<file path="src/rtl/rv32_mem_arbiter_if.sv">
// Bus bundle between the core's fetch (I) / load-store (D) ports, the arbiter and the shared memory.
// slave = arbiter view; master = core + memory view.
interface rv32_mem_arbiter_if #(
   parameter int ADDR_W = 32,
   parameter int DATA_W = 32
);
   localparam int SEL_W = DATA_W / 8;

   logic              i_req_i;
   logic [ADDR_W-1:0] i_addr_i;
   logic              i_gnt_o;
   logic              i_rvalid_o;
   logic [DATA_W-1:0] i_rdata_o;

   logic              d_req_i;
   logic              d_we_i;
   logic [ADDR_W-1:0] d_addr_i;
   logic [DATA_W-1:0] d_wdata_i;
   logic [SEL_W-1:0]  d_sel_i;
   logic              d_lock_i;
   logic              d_gnt_o;
   logic              d_rvalid_o;
   logic [DATA_W-1:0] d_rdata_o;

   logic              mem_ce_o;
   logic              mem_we_o;
   logic [ADDR_W-1:0] mem_addr_o;
   logic [DATA_W-1:0] mem_wdata_o;
   logic [SEL_W-1:0]  mem_sel_o;
   logic [DATA_W-1:0] mem_rdata_i;

   modport slave (
      input  i_req_i, i_addr_i,
      input  d_req_i, d_we_i, d_addr_i, d_wdata_i, d_sel_i, d_lock_i,
      input  mem_rdata_i,
      output i_gnt_o, i_rvalid_o, i_rdata_o,
      output d_gnt_o, d_rvalid_o, d_rdata_o,
      output mem_ce_o, mem_we_o, mem_addr_o, mem_wdata_o, mem_sel_o
   );

   modport master (
      output i_req_i, i_addr_i,
      output d_req_i, d_we_i, d_addr_i, d_wdata_i, d_sel_i, d_lock_i,
      output mem_rdata_i,
      input  i_gnt_o, i_rvalid_o, i_rdata_o,
      input  d_gnt_o, d_rvalid_o, d_rdata_o,
      input  mem_ce_o, mem_we_o, mem_addr_o, mem_wdata_o, mem_sel_o
   );
endinterface

</file>
<file path="src/rtl/rv32_mem_arbiter.sv">
// Two-master (I fetch / D load-store) arbiter onto one single-port sync memory.
// Grant is combinational in the access cycle, response 1 cycle later; D has priority, I anti-starvation, D lock.
module rv32_mem_arbiter #(
   parameter int ADDR_W     = 32,
   parameter int DATA_W     = 32,
   parameter int STARVE_MAX = 4
) (
   input  logic clk_i,
   input  logic rst_i,
   rv32_mem_arbiter_if.slave bus
);
   localparam int         SEL_W = DATA_W / 8;
   localparam logic [3:0] SMAX  = 4'(STARVE_MAX);

   typedef enum logic {UNLOCKED, LOCKED} state_t;
   typedef enum logic [1:0] {OWN_NONE, OWN_I, OWN_D} owner_t;

   state_t      state_q, state_d;
   owner_t      owner_q, owner_d;
   logic [3:0]  starve_q, starve_d;
   logic        gnt_i, gnt_d;

   logic [ADDR_W-1:0] addr_mux;
   logic [DATA_W-1:0] wdata_mux;
   logic [SEL_W-1:0]  sel_mux;

   always_ff @(posedge clk_i) begin
      if (!rst_i) begin
         state_q  <= UNLOCKED;
         owner_q  <= OWN_NONE;
         starve_q <= 4'd0;
      end else begin
         state_q  <= state_d;
         owner_q  <= owner_d;
         starve_q <= starve_d;
      end
   end

   always_comb begin
      gnt_i   = 1'b0;
      gnt_d   = 1'b0;
      state_d = state_q;
      // Grants are suppressed while reset is asserted so every output is quiet.
      if (rst_i) begin
         if (state_q == LOCKED) begin
            gnt_d = bus.d_req_i;
         end else if (bus.i_req_i && bus.d_req_i) begin
            gnt_i = (starve_q == SMAX);
            gnt_d = !gnt_i;
         end else begin
            gnt_i = bus.i_req_i;
            gnt_d = bus.d_req_i;
         end
      end
      if (gnt_d) begin
         state_d = bus.d_lock_i ? LOCKED : UNLOCKED;
      end
   end

   always_comb begin
      starve_d = starve_q;
      if (!bus.i_req_i || gnt_i) begin
         starve_d = 4'd0;
      end else if (starve_q != SMAX) begin
         starve_d = starve_q + 4'd1;
      end
   end

   always_comb begin
      owner_d = OWN_NONE;
      if (gnt_i) begin
         owner_d = OWN_I;
      end else if (gnt_d) begin
         owner_d = OWN_D;
      end
   end

   always_comb begin
      addr_mux  = '0;
      wdata_mux = '0;
      sel_mux   = '0;
      if (gnt_i) begin
         addr_mux = bus.i_addr_i;
         sel_mux  = '1;
      end else if (gnt_d) begin
         addr_mux  = bus.d_addr_i;
         wdata_mux = bus.d_wdata_i;
         sel_mux   = bus.d_sel_i;
      end
   end

   assign bus.i_gnt_o     = gnt_i;
   assign bus.d_gnt_o     = gnt_d;
   assign bus.mem_ce_o    = gnt_i | gnt_d;
   assign bus.mem_we_o    = gnt_d & bus.d_we_i;
   assign bus.mem_addr_o  = addr_mux;
   assign bus.mem_wdata_o = wdata_mux;
   assign bus.mem_sel_o   = sel_mux;

   // Qualified by rst_i so an access granted just before reset never answers.
   assign bus.i_rvalid_o = rst_i && (owner_q == OWN_I);
   assign bus.d_rvalid_o = rst_i && (owner_q == OWN_D);
   assign bus.i_rdata_o  = bus.i_rvalid_o ? bus.mem_rdata_i : '0;
   assign bus.d_rdata_o  = bus.d_rvalid_o ? bus.mem_rdata_i : '0;
endmodule

</file>
<file path="src/flat_wrapper.sv">
// flat-port wrapper written by rule: the top's interface ports become plain ports
module rv32_mem_arbiter_flat 
#(
   parameter int ADDR_W     = 32,
   parameter int DATA_W     = 32,
   parameter int STARVE_MAX = 4
)
  (clk_i, rst_i, bus_i_req_i, bus_i_addr_i, bus_d_req_i, bus_d_we_i, bus_d_addr_i, bus_d_wdata_i, bus_d_sel_i, bus_d_lock_i, bus_mem_rdata_i, bus_i_gnt_o, bus_i_rvalid_o, bus_i_rdata_o, bus_d_gnt_o, bus_d_rvalid_o, bus_d_rdata_o, bus_mem_ce_o, bus_mem_we_o, bus_mem_addr_o, bus_mem_wdata_o, bus_mem_sel_o);
  rv32_mem_arbiter_if #(.ADDR_W(ADDR_W), .DATA_W(DATA_W)) bus_i ();
  input  logic clk_i;
  input  logic rst_i;
  input wire logic [$bits(bus_i.i_req_i)-1:0] bus_i_req_i;
  input wire logic [$bits(bus_i.i_addr_i)-1:0] bus_i_addr_i;
  input wire logic [$bits(bus_i.d_req_i)-1:0] bus_d_req_i;
  input wire logic [$bits(bus_i.d_we_i)-1:0] bus_d_we_i;
  input wire logic [$bits(bus_i.d_addr_i)-1:0] bus_d_addr_i;
  input wire logic [$bits(bus_i.d_wdata_i)-1:0] bus_d_wdata_i;
  input wire logic [$bits(bus_i.d_sel_i)-1:0] bus_d_sel_i;
  input wire logic [$bits(bus_i.d_lock_i)-1:0] bus_d_lock_i;
  input wire logic [$bits(bus_i.mem_rdata_i)-1:0] bus_mem_rdata_i;
  output wire logic [$bits(bus_i.i_gnt_o)-1:0] bus_i_gnt_o;
  output wire logic [$bits(bus_i.i_rvalid_o)-1:0] bus_i_rvalid_o;
  output wire logic [$bits(bus_i.i_rdata_o)-1:0] bus_i_rdata_o;
  output wire logic [$bits(bus_i.d_gnt_o)-1:0] bus_d_gnt_o;
  output wire logic [$bits(bus_i.d_rvalid_o)-1:0] bus_d_rvalid_o;
  output wire logic [$bits(bus_i.d_rdata_o)-1:0] bus_d_rdata_o;
  output wire logic [$bits(bus_i.mem_ce_o)-1:0] bus_mem_ce_o;
  output wire logic [$bits(bus_i.mem_we_o)-1:0] bus_mem_we_o;
  output wire logic [$bits(bus_i.mem_addr_o)-1:0] bus_mem_addr_o;
  output wire logic [$bits(bus_i.mem_wdata_o)-1:0] bus_mem_wdata_o;
  output wire logic [$bits(bus_i.mem_sel_o)-1:0] bus_mem_sel_o;
  assign bus_i.i_req_i = bus_i_req_i;
  assign bus_i.i_addr_i = bus_i_addr_i;
  assign bus_i.d_req_i = bus_d_req_i;
  assign bus_i.d_we_i = bus_d_we_i;
  assign bus_i.d_addr_i = bus_d_addr_i;
  assign bus_i.d_wdata_i = bus_d_wdata_i;
  assign bus_i.d_sel_i = bus_d_sel_i;
  assign bus_i.d_lock_i = bus_d_lock_i;
  assign bus_i.mem_rdata_i = bus_mem_rdata_i;
  assign bus_i_gnt_o = bus_i.i_gnt_o;
  assign bus_i_rvalid_o = bus_i.i_rvalid_o;
  assign bus_i_rdata_o = bus_i.i_rdata_o;
  assign bus_d_gnt_o = bus_i.d_gnt_o;
  assign bus_d_rvalid_o = bus_i.d_rvalid_o;
  assign bus_d_rdata_o = bus_i.d_rdata_o;
  assign bus_mem_ce_o = bus_i.mem_ce_o;
  assign bus_mem_we_o = bus_i.mem_we_o;
  assign bus_mem_addr_o = bus_i.mem_addr_o;
  assign bus_mem_wdata_o = bus_i.mem_wdata_o;
  assign bus_mem_sel_o = bus_i.mem_sel_o;
  rv32_mem_arbiter #(.ADDR_W(ADDR_W), .DATA_W(DATA_W), .STARVE_MAX(STARVE_MAX)) u_core (.clk_i(clk_i), .rst_i(rst_i), .bus(bus_i));
endmodule
</file>
<file path="config.mk">
export PLATFORM = sky130hd
export DESIGN_NAME = rv32_mem_arbiter_flat
export DESIGN_NICKNAME = d
export VERILOG_FILES = /design/src/rtl/rv32_mem_arbiter_if.sv /design/src/rtl/rv32_mem_arbiter.sv /design/src/flat_wrapper.sv
export SDC_FILE = /design/constraint.sdc
export NUM_CORES = 1
export LEC_CHECK = 0
export ABC_AREA = 0
export CORE_AREA = 5 5 104 106
export CTS_CLUSTER_DIAMETER = 150
export CTS_CLUSTER_SIZE = 14
export DETAILED_ROUTE_END_ITERATION = 8
export DIE_AREA = 0 0 109 111
export GPL_TIMING_DRIVEN = 0
export PLACE_DENSITY = 0.77
export SETUP_SLACK_MARGIN = 0.5
export SYNTH_ARGS = -nofsm -noshare
export SYNTH_HDL_FRONTEND = slang
export SYNTH_SLANG_ARGS = --single-unit
</file>
<file path="constraint.sdc">
create_clock -name clk_i -period 2.3 [get_ports clk_i]
set_clock_uncertainty 0.15 [all_clocks]
set_input_delay 0.46 -clock clk_i [delete_from_list [all_inputs] [get_ports clk_i]]
set_output_delay 0.46 -clock clk_i [all_outputs]
set_load 0.01 [all_outputs]
</file>
**After elaboration in Yosys (flattened, before gate mapping)**

Index checks and enable logic that the tools add are counted.

- Input bits: 138
- Word-level logic and storage cells: 37
- Bits in registers: 7
- Output and inout bits: 138

- Equality and inequality tests: 4
- Bitwise gates (word level): 3
- Add/sub/neg operators: 1
- Mux-type cells: 17
- Reductions and logical operators: 8

Operators with widths:

| cell | count |
|---|---|
| 32-bit two-way mux | 6 |
| 1-bit two-way mux | 8 |
| 4-bit two-way mux | 2 |
| 4-bit by 1-bit adder with 4-bit output (second input constant) | 1 |
| 4-bit by 3-bit equality test with 1-bit output (second input constant) | 1 |
| 4-bit by 3-bit != test with 1-bit output (second input constant) | 1 |
| 2-bit OR reduction | 2 |
| 1-bit logical AND | 3 |
| 2-bit by 1-bit equality test with 1-bit output (second input constant) | 1 |
| 2-bit equality test (second input constant) | 1 |
| 1-bit logical NOT | 2 |
| 2-bit two-way mux | 1 |
| 1-bit bitwise AND | 1 |
| 1-bit logical OR | 1 |
| 1-bit inverter | 1 |
| 1-bit bitwise OR | 1 |

**Depth between registers and ports, before layout**

Gate-level depths: netlist (run 1).

- Depth in word-level cells: 7
- Mapped depth: 7
- Gate-level depth less buffers: 5

**Worst setup path before layout (run 1)**

Ideal clock, no wire load.

- Kind: flip-flop to output port
- Start point: reg u_core.starve_q[0]
- End point: out bus_mem_wdata_o[22]
- Buffers on the path: 2
- Path slack: 255 ps
- Cell stages (with the launch flop): 8
- Required time: 1690 ps
- Arrival time: 1435 ps
- Cell sequence: dfxtp_1 inv_1 ha_1 and3b_1 buf_6 a21boi_4 buf_6 and2_1

- Cells in the longest elaborated chain, start to end: 7
- Elaborated cells on any way between the ends: 10
- Those cells by class: 1 x eq/ne; 8 x mux; 1 x reduce/logical

Ends and longest elaborated chain:

| item | RTL line | source |
|---|---|---|
| from (decl) | rv32_mem_arbiter.sv:20 | `logic [3:0] starve_q, starve_d;` |
| from (signal assigned) | rv32_mem_arbiter.sv:35 | `starve_q <= starve_d;` |
| 4-bit by 3-bit equality test with 1-bit output | rv32_mem_arbiter.sv:48 | `gnt_i = (starve_q == SMAX);` |
| 1-bit logical NOT | rv32_mem_arbiter.sv:49 | `gnt_d = !gnt_i;` |
| 1-bit two-way mux | rv32_mem_arbiter.sv:47 | `end else if (bus.i_req_i && bus.d_req_i) begin` |
| 1-bit two-way mux | rv32_mem_arbiter.sv:45 | `if (state_q == LOCKED) begin` |
| 1-bit two-way mux | rv32_mem_arbiter.sv:44 | `if (rst_i) begin` |
| named net bus_d_gnt_o | flat_wrapper.sv:24 | `output wire logic [$bits(bus_i.d_gnt_o)-1:0] bus_d_gnt_o;` |
| 32-bit two-way mux | rv32_mem_arbiter.sv:85 | `end else if (gnt_d) begin` |
| 32-bit two-way mux | rv32_mem_arbiter.sv:82 | `if (gnt_i) begin` |
| to (decl) | flat_wrapper.sv:30 | `output wire logic [$bits(bus_i.mem_wdata_o)-1:0] bus_mem_wdata_o;` |

The timed path passes the listed nets, and every way through them passes these cells.

**Worst setup path after layout (run 1)**

- Start point: reg u_core.starve_q[0]
- End point: out bus_mem_wdata_o[0]

- Cells in the longest elaborated chain, start to end: 7
- Elaborated cells on any way between the ends: 10
- Those cells by class: 1 x eq/ne; 8 x mux; 1 x reduce/logical

Ends and longest elaborated chain:

| item | RTL line |
|---|---|
| 4-bit by 3-bit equality test with 1-bit output * | rv32_mem_arbiter.sv:48 |
| 1-bit logical NOT | rv32_mem_arbiter.sv:49 |
| 1-bit two-way mux | rv32_mem_arbiter.sv:47 |
| 1-bit two-way mux | rv32_mem_arbiter.sv:45 |
| 1-bit two-way mux | rv32_mem_arbiter.sv:44 |
| 32-bit two-way mux | rv32_mem_arbiter.sv:85 |
| 32-bit two-way mux * | rv32_mem_arbiter.sv:82 |

Every way passes the cells marked *; elsewhere a longest branch is shown, timed or not.

==> metrics.log, run 1 <==
[metrics] number of clock sinks: 7
[metrics] mean instance size in the synthesized netlist: between 6 and 7 sq um
[metrics] fraction of the cycle the final worst path needs: 104%
[metrics] DPL Wire Length: roughly 11000 microns
[metrics] via count: 3925
[metrics] Core Region: 9680 sq um
[metrics] fillers: 700
[metrics] post-placement setup slack: -0.730 ns
[metrics] reported max-cap violation count: 0
[metrics] relative slew slack: 66.8%
[metrics] sequential-to-total area share from yosys stat: 6.13%
[metrics] arrival time of the worst setup path: 1.79 ns
[metrics] clock buffer depth: 2
[metrics] net total in the final layout: 850
[metrics] Detailed Route Iter0 Violations: 190
[metrics] GR met2 Demand/Resource: 41.7%
[metrics] depth of the worst register-to-register path: 9
[metrics] Post-Route WL: around 16000 microns
[metrics] startpoint of the worst-slack reg-to-reg timing path: u_core.starve_q[0]
[metrics] post-layout worst setup margin: -0.0995 ns
[metrics] CTS tree: yes
[metrics] Crit Path Max Fanout: 8
[metrics] post-route design area: 6790 sq um
[metrics] port bufs: ~270
[metrics] result of the run: finished with violations
[metrics] initial antenna violation count: 2
[metrics] Most Crowded Layer GR: met2
[metrics] routed wirelength normalized by instance count: 19.4 microns
[metrics] antenna diode instance count: 0
[metrics] # H-tree levels: 1
[metrics] CTS root buf: sky130_fd_sc_hd__clkbuf_8
[metrics] vias in the first global route: 3966
[metrics] clock buffers created by TritonCTS: 3
[metrics] number of nets still failing antenna checks after routing: 0
[metrics] met1 routing resource usage after global routing: 24.1%
[metrics] data required time at the worst endpoint: 1.69 ns
[metrics] Vert. Die Dim: around 110 microns
[metrics] setup slack on the worst flop-to-flop path: between 0.5 and 0.6 ns
[metrics] Die Area: around 12000 sq um
[metrics] remaining global-route overflow: 0
[metrics] non-filler cells, final: between 800 and 900
[metrics] Final GP Congestion: 0.902
[metrics] Critical Path Sink: bus_mem_wdata_o[0]
[metrics] share of layout cells above drive strength 1: 58.3%
[metrics] power density over the cells: between 150 and 200 nW/um^2
[metrics] Initial Util: a little under a quarter
[metrics] Cell Area, Placed: ~5300 sq um
[metrics] synthesis-to-layout area growth: 197%
[metrics] type of the worst min-delay path: flip-flop to flip-flop
[metrics] drt pass-1 iters: 6
[metrics] Worst Tran Pin Value: roughly 0.50 ns
[metrics] met3 track utilization from global routing: under 10%
[metrics] smallest hold slack: between 0.3 and 0.4 ns
[metrics] largest family of logic cells by synthesized area: compound AO/OA/AOI/OAI gates
[metrics] number of instances in the synthesized netlist: roughly 340
[metrics] synthesized-area fraction occupied by and/or/nand/nor cells: approximately 36%
[metrics] number of pins with negative max-slew slack in the final report: 0
[metrics] kind of end point of the critical path: output pin
[metrics] cell area after synthesis: about 2300 sq um
[metrics] area share of fa/ha/maj cells after synthesis: roughly 1.1%
[metrics] synthesized net count: between 400 and 500
[metrics] width of the chip: 109 microns
[metrics] number of flip-flops and latches in the synthesized netlist: 7
[metrics] global-route wire length before repair: 21800 microns
[metrics] number of cells after detailed placement: around 750
[metrics] worst vdd ir: roughly 0.00013 V
[metrics] endpoint of the lowest-slack register-to-register path: u_core.owner_q[0]
[metrics] failing checks: negative setup slack
[metrics] RSZ-0062 raised after global routing: true
[metrics] Setup Viol. Count Final: 54
[metrics] share of the synthesized area in compound gates (AO/OA/AOI/OAI): between 40% and 50%
[metrics] average via count per standard cell: 4.66
[metrics] leakage power of the design: approximately 3.2 nW
[metrics] pin count of the biggest net entering global routing: 11
[metrics] crit path kind: flip-flop to output pin
[metrics] first element of the critical path: u_core.starve_q[0]
[metrics] number of failing hold endpoints at the final stage: 0
[metrics] Skew-Pair Late Insertion Delay: ~0.23 ns
[metrics] area share of xor/xnor cells in the synthesized design: less than 1%
[metrics] Final Total Pwr: approximately 1.3 mW
[metrics] synthesis warning total: 0
[metrics] maximum clock rate: 417 MHz
[metrics] row count: 36
[metrics] clock transition at the register clock pins on the worst setup and hold paths after CTS: ~0.040 ns
[metrics] hold-fix buffers at CTS: 0
[metrics] number of I/O pins: around 280
[metrics] combined global-route utilization of all metal layers: 22.5%
[metrics] library cells used by synthesis: 30
[metrics] portion of netlist area occupied by mux cells: 0.438%
[metrics] final period demand of the worst path: ~2.4 ns
[metrics] startpoint kind of the worst setup timing path: flip-flop
[metrics] total DRC errors in the routed layout: 0
[per-layer routing]
metal	wire, microns	up-vias
met5	25	-
met4	398	4
met3	1760	28
met2	8280	201
met1	5910	1838
li1	-	1854
[cell type report]
cell class                 count  area (sq um)  area share (%)
buffer                        38           395            5.82
clock buffer                   4          45.0           0.663
inverter                      34           128            1.88
multi-input combinational    263          2140            31.5
sequential                     7           146            2.16
tap                          133           166            2.45
timing repair buffer         363          3770            55.5
[registers in the layout, indices dropped and copies added (netlist names)]
signal	cells
u_core.state_q	1
u_core.starve_q	4
u_core.owner_q	2
[cells in the mapped netlist (all sizes together)]
cell type | n | share of area [%]
a211oi | 33 | 17
a21boi | 2 | 1.1
a21oi | 36 | 8.0
a22o | 4 | 1.5
and2 | 100 | 27
and3b | 2 | 0.77
buf | 26 | 8.4
clkbuf | 12 | 2.0
dfxtp | 7 | 6.1
ha | 2 | 1.1
inv | 34 | 5.6
mux2i | 1 | 0.44
nand2 | 35 | 5.7
nand2b | 1 | 0.27
nand3 | 3 | 0.66
nand3b | 1 | 0.33
nor2 | 2 | 0.33
nor2b | 1 | 0.27
nor3 | 1 | 0.22
o2111ai | 1 | 0.38
o211ai | 2 | 0.66
o21a | 33 | 11
o21ai | 1 | 0.22
xnor2 | 1 | 0.38
[cell families (layout without fill, tap and decap cells)]
kind of cell	Yosys count	count (layout)
flip-flops	7	7
multiplexers	1	1
buffers and inverters	72	439
AND/OR/NAND/NOR	146	147
AO/OA/AOI/OAI	112	112
XOR/XNOR	1	1
adder cells (fa/ha/maj)	2	2
[how the worst min path moves through the flow]
stage               slack [ns]                 end                from  cells after the start
floorplan                 0.32  u_core.starve_q[0]  u_core.starve_q[0]                      2
global route              0.40      u_core.state_q      u_core.state_q                      2
global placement          0.33  u_core.starve_q[0]  u_core.starve_q[0]                      2
CTS                       0.36      u_core.state_q      u_core.state_q                      2
detailed placement        0.34  u_core.starve_q[1]  u_core.starve_q[1]                      2
finish                    0.36      u_core.state_q      u_core.state_q                      2
[timing repair]
item,CTS,global route
endpoints found under the setup margin,138,138
buffers inserted,62,19
cloned,8,2
gates resized for setup,692,206
pin swaps,43,49
[report_power, final]
part           switching, mW  internal (mW)
Combinational          0.365          0.591
Clock                 0.0558          0.120
Sequential           0.00453          0.127
[stage by stage]
step / util (%) / TNS (ns)
floorplan: - / 0
global placement: 54.3 / -54.03
detailed placement: 54.3 / -55.70
CTS: 61.8 / -3.68
global route: 70.1 / -5.61
finish: 70.1 / -2.10
[cell usage in the layout (no fill, tap or decap), types with 4 or more instances in the layout]
cell | netlist | layout
sky130_fd_sc_hd__a211oi_2 | 29 | 29
sky130_fd_sc_hd__a21oi_1 | 35 | 26
sky130_fd_sc_hd__a21oi_2 | 1 | 9
sky130_fd_sc_hd__a22o_1 | 4 | 4
sky130_fd_sc_hd__and2_1 | 99 | 4
sky130_fd_sc_hd__and2_4 | 0 | 96
sky130_fd_sc_hd__buf_12 | 0 | 4
sky130_fd_sc_hd__buf_2 | 15 | 30
sky130_fd_sc_hd__buf_4 | 2 | 16
sky130_fd_sc_hd__buf_6 | 9 | 188
sky130_fd_sc_hd__buf_8 | 0 | 16
sky130_fd_sc_hd__clkbuf_1 | 12 | 7
sky130_fd_sc_hd__clkdlybuf4s50_1 | 0 | 134
sky130_fd_sc_hd__dfxtp_2 | 0 | 5
sky130_fd_sc_hd__inv_1 | 34 | 32
sky130_fd_sc_hd__nand2_1 | 35 | 34
sky130_fd_sc_hd__o21a_1 | 33 | 33
[critical path, cell delays in order, from the launching register on]
cell	delay, ns
sky130_fd_sc_hd__dfxtp_2	0.33
sky130_fd_sc_hd__inv_2	0.05
sky130_fd_sc_hd__ha_4	0.16
sky130_fd_sc_hd__and3b_1	0.16
sky130_fd_sc_hd__buf_6	0.14
sky130_fd_sc_hd__a21boi_4	0.15
sky130_fd_sc_hd__buf_12	0.15
sky130_fd_sc_hd__buf_6	0.10
sky130_fd_sc_hd__buf_6	0.08
sky130_fd_sc_hd__and2_4	0.14
sky130_fd_sc_hd__buf_6	0.10
Power figures use the tool's default switching activity.
==> inputs of run 2 (changes only) <==
SLEW_MARGIN = 20   (was not set)
==> results of run 2 <==
Final layout, timing and power as in run 1 (identical DEF).
